--- src/rtl/tf32_addsub_pipe_if.sv ---
// Operand/result handshake bundle for the TF32 add/sub pipeline.
// master = upstream/downstream environment, slave = the pipeline itself.
interface tf32_addsub_pipe_if;
  logic        in_valid;
  logic        in_ready;
  logic [18:0] operand_A;
  logic [18:0] operand_B;
  logic        in_sub;
  logic        out_valid;
  logic        out_ready;
  logic [18:0] result;

  modport master (
    output in_valid, operand_A, operand_B, in_sub, out_ready,
    input  in_ready, out_valid, result
  );

  modport slave (
    input  in_valid, operand_A, operand_B, in_sub, out_ready,
    output in_ready, out_valid, result
  );
endinterface

--- src/rtl/tf32_addsub_pipe.sv ---
// 3-stage TF32 adder/subtractor (align, add, normalize/round/pack), RNE,
// flush-to-zero on underflow and saturate-to-max-finite on overflow.
module tf32_addsub_pipe (
  input  logic                     clk,
  input  logic                     rst_n,
  tf32_addsub_pipe_if.slave        bus
);
  logic        adv;

  logic        s1_valid_q, s1_valid_d, s1_sign_q, s1_sign_d;
  logic        s1_eff_sub_q, s1_eff_sub_d, s1_neg_zero_q, s1_neg_zero_d;
  logic [7:0]  s1_exp_q, s1_exp_d;
  logic [13:0] s1_mx_q, s1_mx_d, s1_my_q, s1_my_d;

  logic        s2_valid_q, s2_valid_d, s2_sign_q, s2_sign_d;
  logic        s2_neg_zero_q, s2_neg_zero_d;
  logic [7:0]  s2_exp_q, s2_exp_d;
  logic [14:0] s2_sum_q, s2_sum_d;

  logic        out_valid_q, out_valid_d;
  logic [18:0] result_q, result_d;

  logic        sign_b_eff, swap, sign_x, sign_y;
  logic [17:0] mag_x, mag_y;
  logic [7:0]  d;
  logic [13:0] ext_y, y_al;
  logic [27:0] wide_y;

  logic        carry, rnd_up, ovf;
  logic [3:0]  lzc;
  logic [13:0] norm;
  logic [11:0] mant_r;
  logic [9:0]  frac, exp_n;
  logic [18:0] packed_res;

  assign adv           = ~out_valid_q | bus.out_ready;
  assign bus.in_ready  = adv;
  assign bus.out_valid = out_valid_q;
  assign bus.result    = result_q;

  // Stage 1: order by magnitude, align the smaller operand with G/R/sticky.
  always_comb begin
    sign_b_eff = bus.operand_B[18] ^ bus.in_sub;
    swap       = bus.operand_B[17:0] > bus.operand_A[17:0];
    mag_x      = swap ? bus.operand_B[17:0] : bus.operand_A[17:0];
    mag_y      = swap ? bus.operand_A[17:0] : bus.operand_B[17:0];
    sign_x     = swap ? sign_b_eff : bus.operand_A[18];
    sign_y     = swap ? bus.operand_A[18] : sign_b_eff;
    d          = mag_x[17:10] - mag_y[17:10];
    ext_y      = {|mag_y[17:10], mag_y[9:0], 3'b000};
    wide_y     = {ext_y, 14'h0} >> d;
    y_al       = (d >= 8'd13) ? {13'h0, |ext_y}
                              : {wide_y[27:15], wide_y[14] | (|wide_y[13:0])};

    s1_valid_d    = s1_valid_q;
    s1_sign_d     = s1_sign_q;
    s1_eff_sub_d  = s1_eff_sub_q;
    s1_neg_zero_d = s1_neg_zero_q;
    s1_exp_d      = s1_exp_q;
    s1_mx_d       = s1_mx_q;
    s1_my_d       = s1_my_q;
    if (adv) begin
      s1_valid_d    = bus.in_valid;
      s1_sign_d     = sign_x;
      s1_eff_sub_d  = sign_x ^ sign_y;
      s1_neg_zero_d = (bus.operand_A[17:10] == 8'h0) && (bus.operand_B[17:10] == 8'h0)
                      && bus.operand_A[18] && sign_b_eff;
      s1_exp_d      = mag_x[17:10];
      s1_mx_d       = {|mag_x[17:10], mag_x[9:0], 3'b000};
      s1_my_d       = y_al;
    end
  end

  // Stage 2: magnitude add/subtract; X >= Y so the difference is never negative.
  always_comb begin
    s2_valid_d    = s2_valid_q;
    s2_sign_d     = s2_sign_q;
    s2_neg_zero_d = s2_neg_zero_q;
    s2_exp_d      = s2_exp_q;
    s2_sum_d      = s2_sum_q;
    if (adv) begin
      s2_valid_d    = s1_valid_q;
      s2_sign_d     = s1_sign_q;
      s2_neg_zero_d = s1_neg_zero_q;
      s2_exp_d      = s1_exp_q;
      s2_sum_d      = s1_eff_sub_q ? ({1'b0, s1_mx_q} - {1'b0, s1_my_q})
                                   : ({1'b0, s1_mx_q} + {1'b0, s1_my_q});
    end
  end

  // Stage 3: normalize, round to nearest even, then apply zero/range rules.
  always_comb begin
    carry = s2_sum_q[14];
    lzc   = '0;
    if (!carry) begin
      for (int unsigned i = 0; i < 14; i++) begin
        if (s2_sum_q[i]) lzc = 4'(13 - i);
      end
    end
    norm   = carry ? {s2_sum_q[14:2], s2_sum_q[1] | s2_sum_q[0]} : (s2_sum_q[13:0] << lzc);
    rnd_up = norm[2] & (norm[1] | norm[0] | norm[3]);
    mant_r = {1'b0, norm[13:3]} + {11'h0, rnd_up};
    ovf    = mant_r[11];
    frac   = ovf ? mant_r[10:1] : mant_r[9:0];
    exp_n  = {2'b00, s2_exp_q} + {9'h0, carry} + {9'h0, ovf} - {6'h0, lzc};

    if (s2_sum_q == '0)
      packed_res = s2_neg_zero_q ? 19'h40000 : '0;
    else if (exp_n[9] || (exp_n == '0))
      packed_res = '0;
    else if (exp_n >= 10'd255)
      packed_res = {s2_sign_q, 8'hFE, 10'h3FF};
    else
      packed_res = {s2_sign_q, exp_n[7:0], frac};

    out_valid_d = adv ? s2_valid_q : out_valid_q;
    result_d    = adv ? packed_res : result_q;
  end

  always_ff @(posedge clk or negedge rst_n) begin
    if (!rst_n) begin
      s1_valid_q    <= 1'b0;
      s1_sign_q     <= 1'b0;
      s1_eff_sub_q  <= 1'b0;
      s1_neg_zero_q <= 1'b0;
      s1_exp_q      <= '0;
      s1_mx_q       <= '0;
      s1_my_q       <= '0;
      s2_valid_q    <= 1'b0;
      s2_sign_q     <= 1'b0;
      s2_neg_zero_q <= 1'b0;
      s2_exp_q      <= '0;
      s2_sum_q      <= '0;
      out_valid_q   <= 1'b0;
      result_q      <= '0;
    end else begin
      s1_valid_q    <= s1_valid_d;
      s1_sign_q     <= s1_sign_d;
      s1_eff_sub_q  <= s1_eff_sub_d;
      s1_neg_zero_q <= s1_neg_zero_d;
      s1_exp_q      <= s1_exp_d;
      s1_mx_q       <= s1_mx_d;
      s1_my_q       <= s1_my_d;
      s2_valid_q    <= s2_valid_d;
      s2_sign_q     <= s2_sign_d;
      s2_neg_zero_q <= s2_neg_zero_d;
      s2_exp_q      <= s2_exp_d;
      s2_sum_q      <= s2_sum_d;
      out_valid_q   <= out_valid_d;
      result_q      <= result_d;
    end
  end
endmodule
--- src/flat_wrapper.sv ---
// flat-port wrapper written by rule: the top's interface ports become plain ports
module tf32_addsub_pipe_flat 
  (clk, rst_n, bus_in_valid, bus_operand_A, bus_operand_B, bus_in_sub, bus_out_ready, bus_in_ready, bus_out_valid, bus_result);
  tf32_addsub_pipe_if bus_i ();
  input  logic clk;
  input  logic rst_n;
  input wire logic [$bits(bus_i.in_valid)-1:0] bus_in_valid;
  input wire logic [$bits(bus_i.operand_A)-1:0] bus_operand_A;
  input wire logic [$bits(bus_i.operand_B)-1:0] bus_operand_B;
  input wire logic [$bits(bus_i.in_sub)-1:0] bus_in_sub;
  input wire logic [$bits(bus_i.out_ready)-1:0] bus_out_ready;
  output wire logic [$bits(bus_i.in_ready)-1:0] bus_in_ready;
  output wire logic [$bits(bus_i.out_valid)-1:0] bus_out_valid;
  output wire logic [$bits(bus_i.result)-1:0] bus_result;
  assign bus_i.in_valid = bus_in_valid;
  assign bus_i.operand_A = bus_operand_A;
  assign bus_i.operand_B = bus_operand_B;
  assign bus_i.in_sub = bus_in_sub;
  assign bus_i.out_ready = bus_out_ready;
  assign bus_in_ready = bus_i.in_ready;
  assign bus_out_valid = bus_i.out_valid;
  assign bus_result = bus_i.result;
  tf32_addsub_pipe u_core (.clk(clk), .rst_n(rst_n), .bus(bus_i));
endmodule
--- config.mk ---
export PLATFORM = sky130hd
export DESIGN_NAME = tf32_addsub_pipe_flat
export DESIGN_NICKNAME = d
export VERILOG_FILES = /design/src/rtl/tf32_addsub_pipe_if.sv /design/src/rtl/tf32_addsub_pipe.sv /design/src/flat_wrapper.sv
export SDC_FILE = /design/constraint.sdc
export NUM_CORES = 1
export LEC_CHECK = 0
export CAP_MARGIN = 15
export CORE_MARGIN = 2
export CORE_UTILIZATION = 60
export DETAILED_ROUTE_END_ITERATION = 7
export DONT_BUFFER_PORTS = 1
export PLACE_DENSITY = 0.78
export SYNTH_ARGS = -nofsm -noshare
export SYNTH_HDL_FRONTEND = slang
export SYNTH_SLANG_ARGS = --single-unit
--- constraint.sdc ---
create_clock -name clk -period 15 [get_ports clk]
set_clock_uncertainty 0.05 [all_clocks]
set_input_delay 4.5 -clock clk [delete_from_list [all_inputs] [get_ports clk]]
set_output_delay 4.5 -clock clk [all_outputs]
set_load 0.1 [all_outputs]
==> flow_metrics.py, run 1 <==
metrics = {
    "run_status": {
        "status": "finished clean",
    },
    "logic_synthesis": {
        "synthArstFlopShare": 1.000,
        "ys_types": 93,
        "yosysSeqAreaShare": 0.2558,
        "synth_nets": 1158,
        "syn_area_um2": 8120,
        "synth-edff-count": 0,
        "ys_ff_latch": 83,
        "synth_top_area_cell": "dfrtp_1",
        "ys_warn_count": 0,
        "synth_top_cells_by_area": "dfrtp_1 (26%), ha_1 (8.9%), nand2_1 (7.9%)",
        "synth_cells": 1055,
        "yosys.area.top_type_share": 0.2558,
        "postSynthAreaPerCell_um2": 7.697,
        "synth_ff_type": "dfrtp_1",
    },
    "setup_path": {
        "critPathKind": "input port to output port",
        "crit_slowest_cell": "buf_4",
        "startpoint_type": "input port",
        "reg2reg_depth": 27,
        "reg2reg_from": "u_core.s2_sum_q[14]$_DFFE_PN0P_",
        "arrival_ns": 5.31,
        "critPathMaxFanout": 70,
        "worst_r2r_endpoint": "u_core.bus.result[1]$_DFFE_PN0P_",
        "worstPathRequired_ns": 10.45,
        "critPathMaxStageDelay_ns": 0.73,
        "path_buf_inv": 2,
        "path_cells": "nor2b_4 -> clkinv_2 -> buf_4",
        "crit_family": "buffers and inverters",
        "regToRegSetupSlack_ns": 7.89,
        "end_kind": "output port",
    },
    "cells_and_area": {
        "final_cell_area_um2": 8443,
        "final_common_cell": "nand2_1",
        "nets": 1118,
        "final_cell_mix": "nand2_1 (170), nor2_1 (83), dfrtp_1 (83)",
        "nFillCells": 1179,
        "drive_gt1_frac": 0.06569,
        "n_antenna_cell": 0,
        "areaGrowthSynthToFinish_pct": 3.975,
        "layout.cells.non_filler": 1196,
    },
    "global_routing": {
        "grt_pass1_wl_um": 34910,
        "antenna_found_initial": 0,
        "grt_pass1_vias": 7269,
        "grt_overflow": 0,
        "grt_max_degree": 84,
        "grtUsageTotal": 0.2963,
    },
    "floorplanning": {
        "core-area_um2": 13240,
        "io_pins": 64,
        "die_h_um": 120.3,
        "core.rowCount": 42,
        "die-area_um2": 14480,
        "die_x_um": 120.3,
        "start_util": 0.6132,
    },
    "sta": {
        "period_share": 0.6572,
        "fin_tns_setup_ns": 0,
        "fin_crit_ns": 9.858,
        "slew_headroom": 0.3352,
        "drv_slew": 0,
        "rsz0062_at_grt": "no",
        "timing_hold_violations_final": 0,
        "setup_viol": 0,
        "fmax_mhz": 101.4,
        "tightest_slew_ns": 0.9834,
    },
    "routing": {
        "wl_met3_um": 1382,
        "dr_wl_met2_um": 9842,
        "vias": 7704,
        "post-route-drc-count": 0,
        "routedWlPerCell_um": 17.65,
        "vias_per_cell": 6.441,
        "met1_length_um": 9230,
        "wirelength_um": 21110,
        "ant_nets": 0,
        "first_iter_violations": 676,
        "dr.pass1.iters": 6,
        "top_layer": "met4",
    },
    "cts": {
        "clockRootBuffer": "clkbuf_16",
        "cts_tree": "built",
        "ctsResizeCount": 0,
        "clock_sinks": 83,
        "numCtsBuffers": 9,
        "postCtsSetupBuffers": 0,
        "clk_latency_ns": 0.35,
        "postCtsHoldBufs": 0,
        "clockBufferDepth": 2,
        "h-tree-depth": 3,
        "clkSlewWorstSetupHoldPaths_ns": 0.06,
    },
    "power": {
        "p_int_uw": 812.9,
        "ir_worst_vdd_uv": 93.77,
        "switching_power_uw": 951.4,
        "p_clk_frac": 0.130,
        "p_seq_frac": 0.341,
        "p_per_area_nw_per_um2": 209.0,
        "p_sw_frac": 0.5393,
        "p_leak_nw": 3.634,
        "pwr-share-comb": 0.528,
    },
    "place": {
        "numPortBuffers": 0,
        "dpl_cell_area_um2": 8138,
        "post-dp-hpwl_um": 15400,
        "dp.cells": 1180,
        "gp_congestion": 0.9521,
    },
    "worst_hold_path": {
        "worstHoldEndpoint": "u_core.s2_valid_q$_DFFE_PN0P_",
        "hold_depth": 2,
        "hp-start": "u_core.s2_valid_q$_DFFE_PN0P_",
        "hp-class": "flop to flop",
    },
    "run": {
        "cap_violations": 0,
    },
}
[layout make-up]
cell class | instances | area (µm²) | area share
repair buffers | 7 | 52.55 | 0.006224
clock buffers | 9 | 225.2 | 0.02667
multi-input cells | 845 | 5528 | 0.6547
flip-flops and latches | 83 | 2077 | 0.2460
well taps | 176 | 220.2 | 0.02608
clock inverters | 7 | 80.08 | 0.009484
inverters | 69 | 260.3 | 0.03082
[worst max path at each step]
stage                              from      endpoint  slack, ns  cells after the start
after floorplan           bus_out_ready  bus_in_ready       4.76                      3
after global placement    bus_out_ready  bus_in_ready       5.14                      3
after detailed placement  bus_out_ready  bus_in_ready       5.13                      3
after CTS                 bus_out_ready  bus_in_ready       5.13                      3
after global routing      bus_out_ready  bus_in_ready       5.09                      3
final                     bus_out_ready  bus_in_ready       5.14                      3
[kinds of logic after synthesis]
| logic type | Yosys count | share of synthesized area |
|---|---|---|
| simple gates | 397 | 0.2327 |
| fa+ha+maj | 60 | 0.09430 |
| buf+inv | 127 | 0.06548 |
| xor+xnor | 35 | 0.03775 |
| flops | 83 | 0.2558 |
| compound gates | 314 | 0.2621 |
| mux | 39 | 0.05193 |
[sequential cells by signal, indices dropped and copies added, names as in the netlist, 8 cells and up]
signal	cells
u_core.s1_my_q	14
u_core.s2_exp_q	8
u_core.bus.result	19
u_core.s1_mx_q	11
u_core.s2_sum_q	15
u_core.s1_exp_q	8
[synthesized netlist by cell type, types with 11 or more instances]
library cell    n
and2_1         11
clkbuf_1       37
a21o_1         11
nor4_1         11
nor3_1         30
nand3_1        22
xor2_1         12
inv_1          63
ha_1           58
dfrtp_1        83
a211oi_1       26
o21ai_0        57
buf_2          14
a31oi_1        21
mux2i_1        32
o21bai_1       12
xnor2_1        23
a21oi_1        78
nand2_1       170
nor2_1         83
[worst reg2reg max path: stages, from the launching register on]
cell	delay (ns)
dfrtp_1	0.78
nor2_1	0.27
a211oi_1	0.49
a21oi_1	0.13
a22o_1	0.24
and2_1	0.18
a2111oi_0	0.48
a211oi_1	0.19
nor3_1	0.42
and3_4	0.28
and3_4	0.22
inv_2	0.08
ha_1	0.27
inv_1	0.04
ha_1	0.21
fa_1	0.41
a21o_1	0.17
a21oi_1	0.22
o21bai_1	0.10
a21oi_1	0.23
o21bai_1	0.10
a21oi_1	0.18
xnor2_1	0.21
nor3_1	0.11
nor2_1	0.20
and2_1	0.26
nand2_1	0.25
a22oi_1	0.30
[power by group through the flow]
stage               Clock (mW)  Combinational (mW)  Sequential [mW]
finish                   0.230               0.932            0.602
detailed placement           0               0.915            0.604
CTS                      0.233               0.923            0.600
global route             0.243                1.04            0.614
global placement             0               0.901            0.602
floorplan                    0               0.789            0.542
[routing by layer]
metal | track usage | vias up
met1 | 0.3983 | 3614
met5 | 0 | -
li1 | - | 3734
met4 | 0.1257 | 0
met2 | 0.4719 | 307
met3 | 0.05189 | 49
[metrics by stage]
stage	worst slack (ns)	hold slack, ns	power [mW]	utilization
detailed placement	5.134	0.3978	1.519	0.6145
floorplan	4.758	0.3800	1.331	-
global placement	5.141	0.3916	1.503	0.6145
CTS	5.134	0.4133	1.755	0.6376
global route	5.093	0.4385	1.899	0.6376
finish	5.142	0.4081	1.764	0.6376
(Power assumes the default switching activity.)
==> run 2: changes to the inputs <==
- clock period: 15 -> 10.1 ns (I/O delays scaled with it)
==> flow_metrics.py, run 2 (same netlist as run 1, synthesis figures left out) <==
metrics = {
    "run_status": {
        "status": "finished clean",
    },
    "routing": {
        "vias": 7682,
        "wirelength_um": 21230,
        "post-route-drc-count": 0,
        "vias_per_cell": 6.423,
        "dr.pass1.iters": 6,
        "routedWlPerCell_um": 17.75,
        "ant_nets": 0,
        "first_iter_violations": 756,
    },
    "worst_hold_path": {
        "hp-class": "flop to flop",
    },
    "power": {
        "p_leak_nw": 3.628,
        "ir_worst_vdd_uv": 148.2,
        "p_per_area_nw_per_um2": 309.1,
    },
    "cells_and_area": {
        "final_cell_mix": "nand2_1 (170), nor2_1 (83), dfrtp_1 (83)",
        "multi_input_area_um2": 5528,
        "areaGrowthSynthToFinish_pct": 4.052,
        "n_antenna_cell": 0,
        "nets": 1118,
        "regArea_um2": 2077,
        "layout.cells.non_filler": 1196,
        "nFillCells": 1201,
        "drive_gt1_frac": 0.06569,
        "largest_register_ffs": 19,
        "final_common_cell": "nand2_1",
    },
    "sta": {
        "fmax_mhz": 129.5,
        "fin_ws_ns": 2.376,
        "timing_hold_violations_final": 0,
        "fin_tns_setup_ns": 0,
        "drv_slew": 0,
        "period_share": 0.7647,
        "fin_crit_ns": 7.724,
        "tightest_slew_ns": 1.039,
        "slew_headroom": 0.2979,
        "setup_viol": 0,
        "rsz0062_at_grt": "no",
    },
    "floorplanning": {
        "start_util": 0.6132,
        "die_x_um": 120.3,
        "core-area_um2": 13240,
        "die-area_um2": 14480,
        "core.rowCount": 42,
        "io_pins": 64,
        "die_h_um": 120.3,
    },
    "cts": {
        "clk_latency_ns": 0.35,
        "postCtsHoldBufs": 0,
        "clockRootBuffer": "clkbuf_16",
        "clkSlewWorstSetupHoldPaths_ns": 0.07,
        "numCtsBuffers": 9,
        "cts_tree": "built",
        "postCtsSetupBuffers": 0,
        "clock_sinks": 83,
        "h-tree-depth": 3,
        "ctsResizeCount": 0,
        "clockBufferDepth": 2,
    },
    "place": {
        "dp.cells": 1180,
        "post-dp-hpwl_um": 15760,
        "gp_congestion": 1.001,
        "numPortBuffers": 0,
        "dp_slack_ns": 2.128,
    },
    "global_routing": {
        "grt_max_degree": 84,
        "grt_pass1_wl_um": 35290,
        "grt_overflow": 0,
        "grt_pass1_vias": 7101,
        "grtUsageTotal": 0.2981,
        "antenna_found_initial": 0,
    },
    "setup_path": {
        "critPathKind": "input port to flop",
        "critPathMaxFanout": 38,
        "path_common_cell": "ha_1",
        "startpoint_type": "input port",
        "arrival_ns": 7.90,
        "critPathMaxStageDelay_ns": 0.62,
        "path_cells": "inv_1 -> ha_1 -> buf_4 -> nand4_2 -> nor3_1 -> a22o_1 -> o31a_4 -> nor2_1 -> a21oi_1 -> ha_1 -> a31oi_4 -> a21boi_1 -> or2_1 -> mux4_2 -> a311oi_2 -> and4bb_1 -> o2111ai_1 -> a221o_1",
        "end_kind": "flop",
        "worstPathRequired_ns": 10.28,
        "crit_slowest_cell": "or2_1",
    },
    "run": {
        "cap_violations": 0,
    },
}
run 2: changes by cell type in the layout (fill, tap and decap cells not counted), sizes merged:
cell      delta
inv          -3
clkbuf       +1
clkinvlp     +2
run 2: metrics by stage:
step	hold WS, ns	total power, mW	utilization	instance area, µm²
floorplan	0.3800	1.977	-	8120
global placement	0.3906	2.234	0.6145	8138
detailed placement	0.3972	2.249	0.6145	8138
CTS	0.4120	2.600	0.6380	8449
global route	0.4485	2.817	0.6380	8449
finish	0.4129	2.611	0.6380	8449
run 2: layout make-up:
class,instances,area share
Multi-Input combinational cell,845,0.6542
Clock inverter,6,0.008589
Tap cell,176,0.02606
Timing Repair Buffer,7,0.006219
Clock buffer,10,0.02828
Inverter,69,0.03080
Sequential cell,83,0.2458
run 2: worst paths after layout:
path | to | start | slack [ns] | depth (start not counted)
max | u_core.s1_my_q[0]$_DFFE_PN0P_ | bus_operand_A[10] | 2.38 | 18
min | u_core.s2_valid_q$_DFFE_PN0P_ | u_core.s2_valid_q$_DFFE_PN0P_ | 0.41 | 2
max reg2reg | u_core.bus.result[1]$_DFFE_PN0P_ | u_core.s2_sum_q[14]$_DFFE_PN0P_ | 2.94 | 27
min reg2reg | u_core.s2_valid_q$_DFFE_PN0P_ | u_core.s2_valid_q$_DFFE_PN0P_ | 0.41 | 2
max in group asynchronous | u_core.bus.result[8]$_DFFE_PN0P_ | rst_n | 7.52 | 0
min in group asynchronous | u_core.s2_sum_q[10]$_DFFE_PN0P_ | rst_n | 2.33 | 0
run 2: routing by layer:
layer  up-vias  track usage  share of wire
met1      3593       0.4039           0.45
li1       3743            -              -
met4         0       0.1141          0.032
met2       289       0.4819           0.46
met5         -            0              0
met3        57      0.04575          0.060
run 2: critical path: cells and delay by family:
| kind | cells | cell delay, ns |
|---|---|---|
| AOI/OAI and AO/OA | 8 | 2.10 |
| adders and majority gates | 2 | 0.50 |
| buffers and inverters | 2 | 0.41 |
| muxes | 1 | 0.44 |
| and+or+nand+nor | 5 | 1.42 |
run 2: power by group:
part / switching (mW) / internal (mW)
combinational: 0.808 / 0.568
sequential: 0.449 / 0.443
clock: 0.143 / 0.200
==> run 3: changes to the inputs <==
- clock period: 10.1 -> 7.6 ns (I/O delays scaled with it)
==> flow_metrics.py, run 3 (same netlist as run 1, synthesis figures left out) <==
metrics = {
    "global_routing": {
        "grt_pass1_wl_um": 35170,
        "grtUsageTotal": 0.2991,
        "grt_pass1_vias": 7330,
        "grt_overflow": 0,
        "grt_max_degree": 84,
        "antenna_found_initial": 0,
    },
    "cells_and_area": {
        "areaGrowthSynthToFinish_pct": 4.468,
        "final_cell_area_um2": 8483,
        "drive_gt1_frac": 0.06751,
        "nets": 1120,
        "largest_register_ffs": 19,
        "n_antenna_cell": 0,
        "final_common_cell": "nand2_1",
        "final_cell_mix": "nand2_1 (170), nor2_1 (83), dfrtp_1 (83)",
        "layout.cells.non_filler": 1198,
    },
    "setup_path": {
        "worstSetupStartpoint": "u_core.s2_sum_q[12]$_DFFE_PN0P_",
        "worstPathRequired_ns": 7.81,
        "startpoint_type": "flop",
        "critPathMaxFanout": 12,
        "regToRegSetupSlack_ns": 0.83,
        "arrival_ns": 6.99,
        "crit_slowest_cell": "or3_1",
        "path_buf_inv": 3,
        "path_common_cell": "a21oi_1",
        "crit_family": "simple AND/OR/NAND/NOR gates",
        "reg2reg_from": "u_core.s2_sum_q[12]$_DFFE_PN0P_",
        "end_kind": "flop",
        "critPathKind": "flop to flop",
        "critPathMaxStageDelay_ns": 0.58,
    },
    "power": {
        "p_per_area_nw_per_um2": 416.7,
        "ir_worst_vdd_uv": 191.7,
        "p_leak_nw": 3.654,
    },
    "routing": {
        "wirelength_um": 21260,
        "routedWlPerCell_um": 17.74,
        "ant_nets": 0,
        "vias_per_cell": 6.370,
        "vias": 7631,
        "first_iter_violations": 618,
        "post-route-drc-count": 0,
        "dr.pass1.iters": 5,
    },
    "cts": {
        "h-tree-depth": 3,
        "ctsResizeCount": 0,
        "postCtsHoldBufs": 0,
        "postCtsSetupBuffers": 0,
        "clk_latency_ns": 0.35,
        "clkSlewWorstSetupHoldPaths_ns": 0.07,
        "clockRootBuffer": "clkbuf_16",
        "clock_sinks": 83,
        "cts_tree": "built",
        "clockBufferDepth": 2,
        "numCtsBuffers": 9,
    },
    "floorplanning": {
        "core.rowCount": 42,
        "core-area_um2": 13240,
        "start_util": 0.6132,
        "die_h_um": 120.3,
        "io_pins": 64,
        "die-area_um2": 14480,
        "die_x_um": 120.3,
    },
    "sta": {
        "fmax_mhz": 147.6,
        "tightest_slew_ns": 0.9683,
        "fin_crit_ns": 6.774,
        "setup_viol": 0,
        "drv_slew": 0,
        "timing_hold_violations_final": 0,
        "rsz0062_at_grt": "no",
        "holdWs_ns": 0.4082,
        "fin_tns_setup_ns": 0,
        "period_share": 0.8913,
        "slew_headroom": 0.3454,
        "fin_ws_ns": 0.8259,
    },
    "place": {
        "numPortBuffers": 0,
        "dp.cells": 1182,
        "dp_slack_ns": 0.9137,
        "dpl_cell_area_um2": 8153,
        "post-dp-hpwl_um": 15690,
        "gp_congestion": 1.003,
    },
    "worst_hold_path": {
        "hp-start": "u_core.s2_valid_q$_DFFE_PN0P_",
        "hp-class": "flop to flop",
    },
    "run": {
        "cap_violations": 0,
    },
    "run_status": {
        "status": "finished clean",
    },
}
run 3: report_power, final:
part / switching [mW] / internal, mW / total [mW]
registers: 0.590 / 0.589 / 1.18
clock network: 0.200 / 0.294 / 0.494
logic: 1.10 / 0.760 / 1.86
total: 1.89 / 1.64 / 3.53
run 3: layout make-up:
cell class	instances	area, µm²
well taps	176	220.2
clock buffers	9	225.2
multi-input cells	845	5528
flip-flops and latches	83	2077
fillers	1218	4760
inverters	69	260.3
clock inverters	7	105.1
repair buffers	9	67.56
run 3: path summary, 6_finish.rpt:
kind,cells after the start,endpoint
max,26,u_core.bus.result[9]$_DFFE_PN0P_
min,2,u_core.s2_valid_q$_DFFE_PN0P_
max reg2reg,26,u_core.bus.result[9]$_DFFE_PN0P_
min reg2reg,2,u_core.s2_valid_q$_DFFE_PN0P_
max in group asynchronous,0,u_core.bus.result[3]$_DFFE_PN0P_
min in group asynchronous,0,u_core.s1_my_q[11]$_DFFE_PN0P_
run 3: per-stage QoR:
step | utilization | power [mW]
final | 0.6406 | 3.535
after CTS | 0.6406 | 3.521
after detailed placement | 0.6156 | 3.014
after global routing | 0.6406 | 3.807
after floorplan | - | 2.627
after global placement | 0.6156 | 2.997
run 3: worst reg2reg max path, delay by kind of cell (launching register included):
kind	cells	cell delay (ns)
adders and majority gates	3	0.90
DFF	1	0.50
AOI/OAI and AO/OA	9	1.93
and+or+nand+nor	10	2.81
xor gates and xnor gates	1	0.21
buffers and inverters	3	0.29
run 3: metal layers:
metal  share of wire  GRT usage  vias to the layer above
li1                -          -                     3731
met1            0.43     0.3840                     3522
met2            0.47     0.4993                      312
met3           0.060    0.04575                       66
met4           0.038     0.1337                        0
met5               0          0                        -
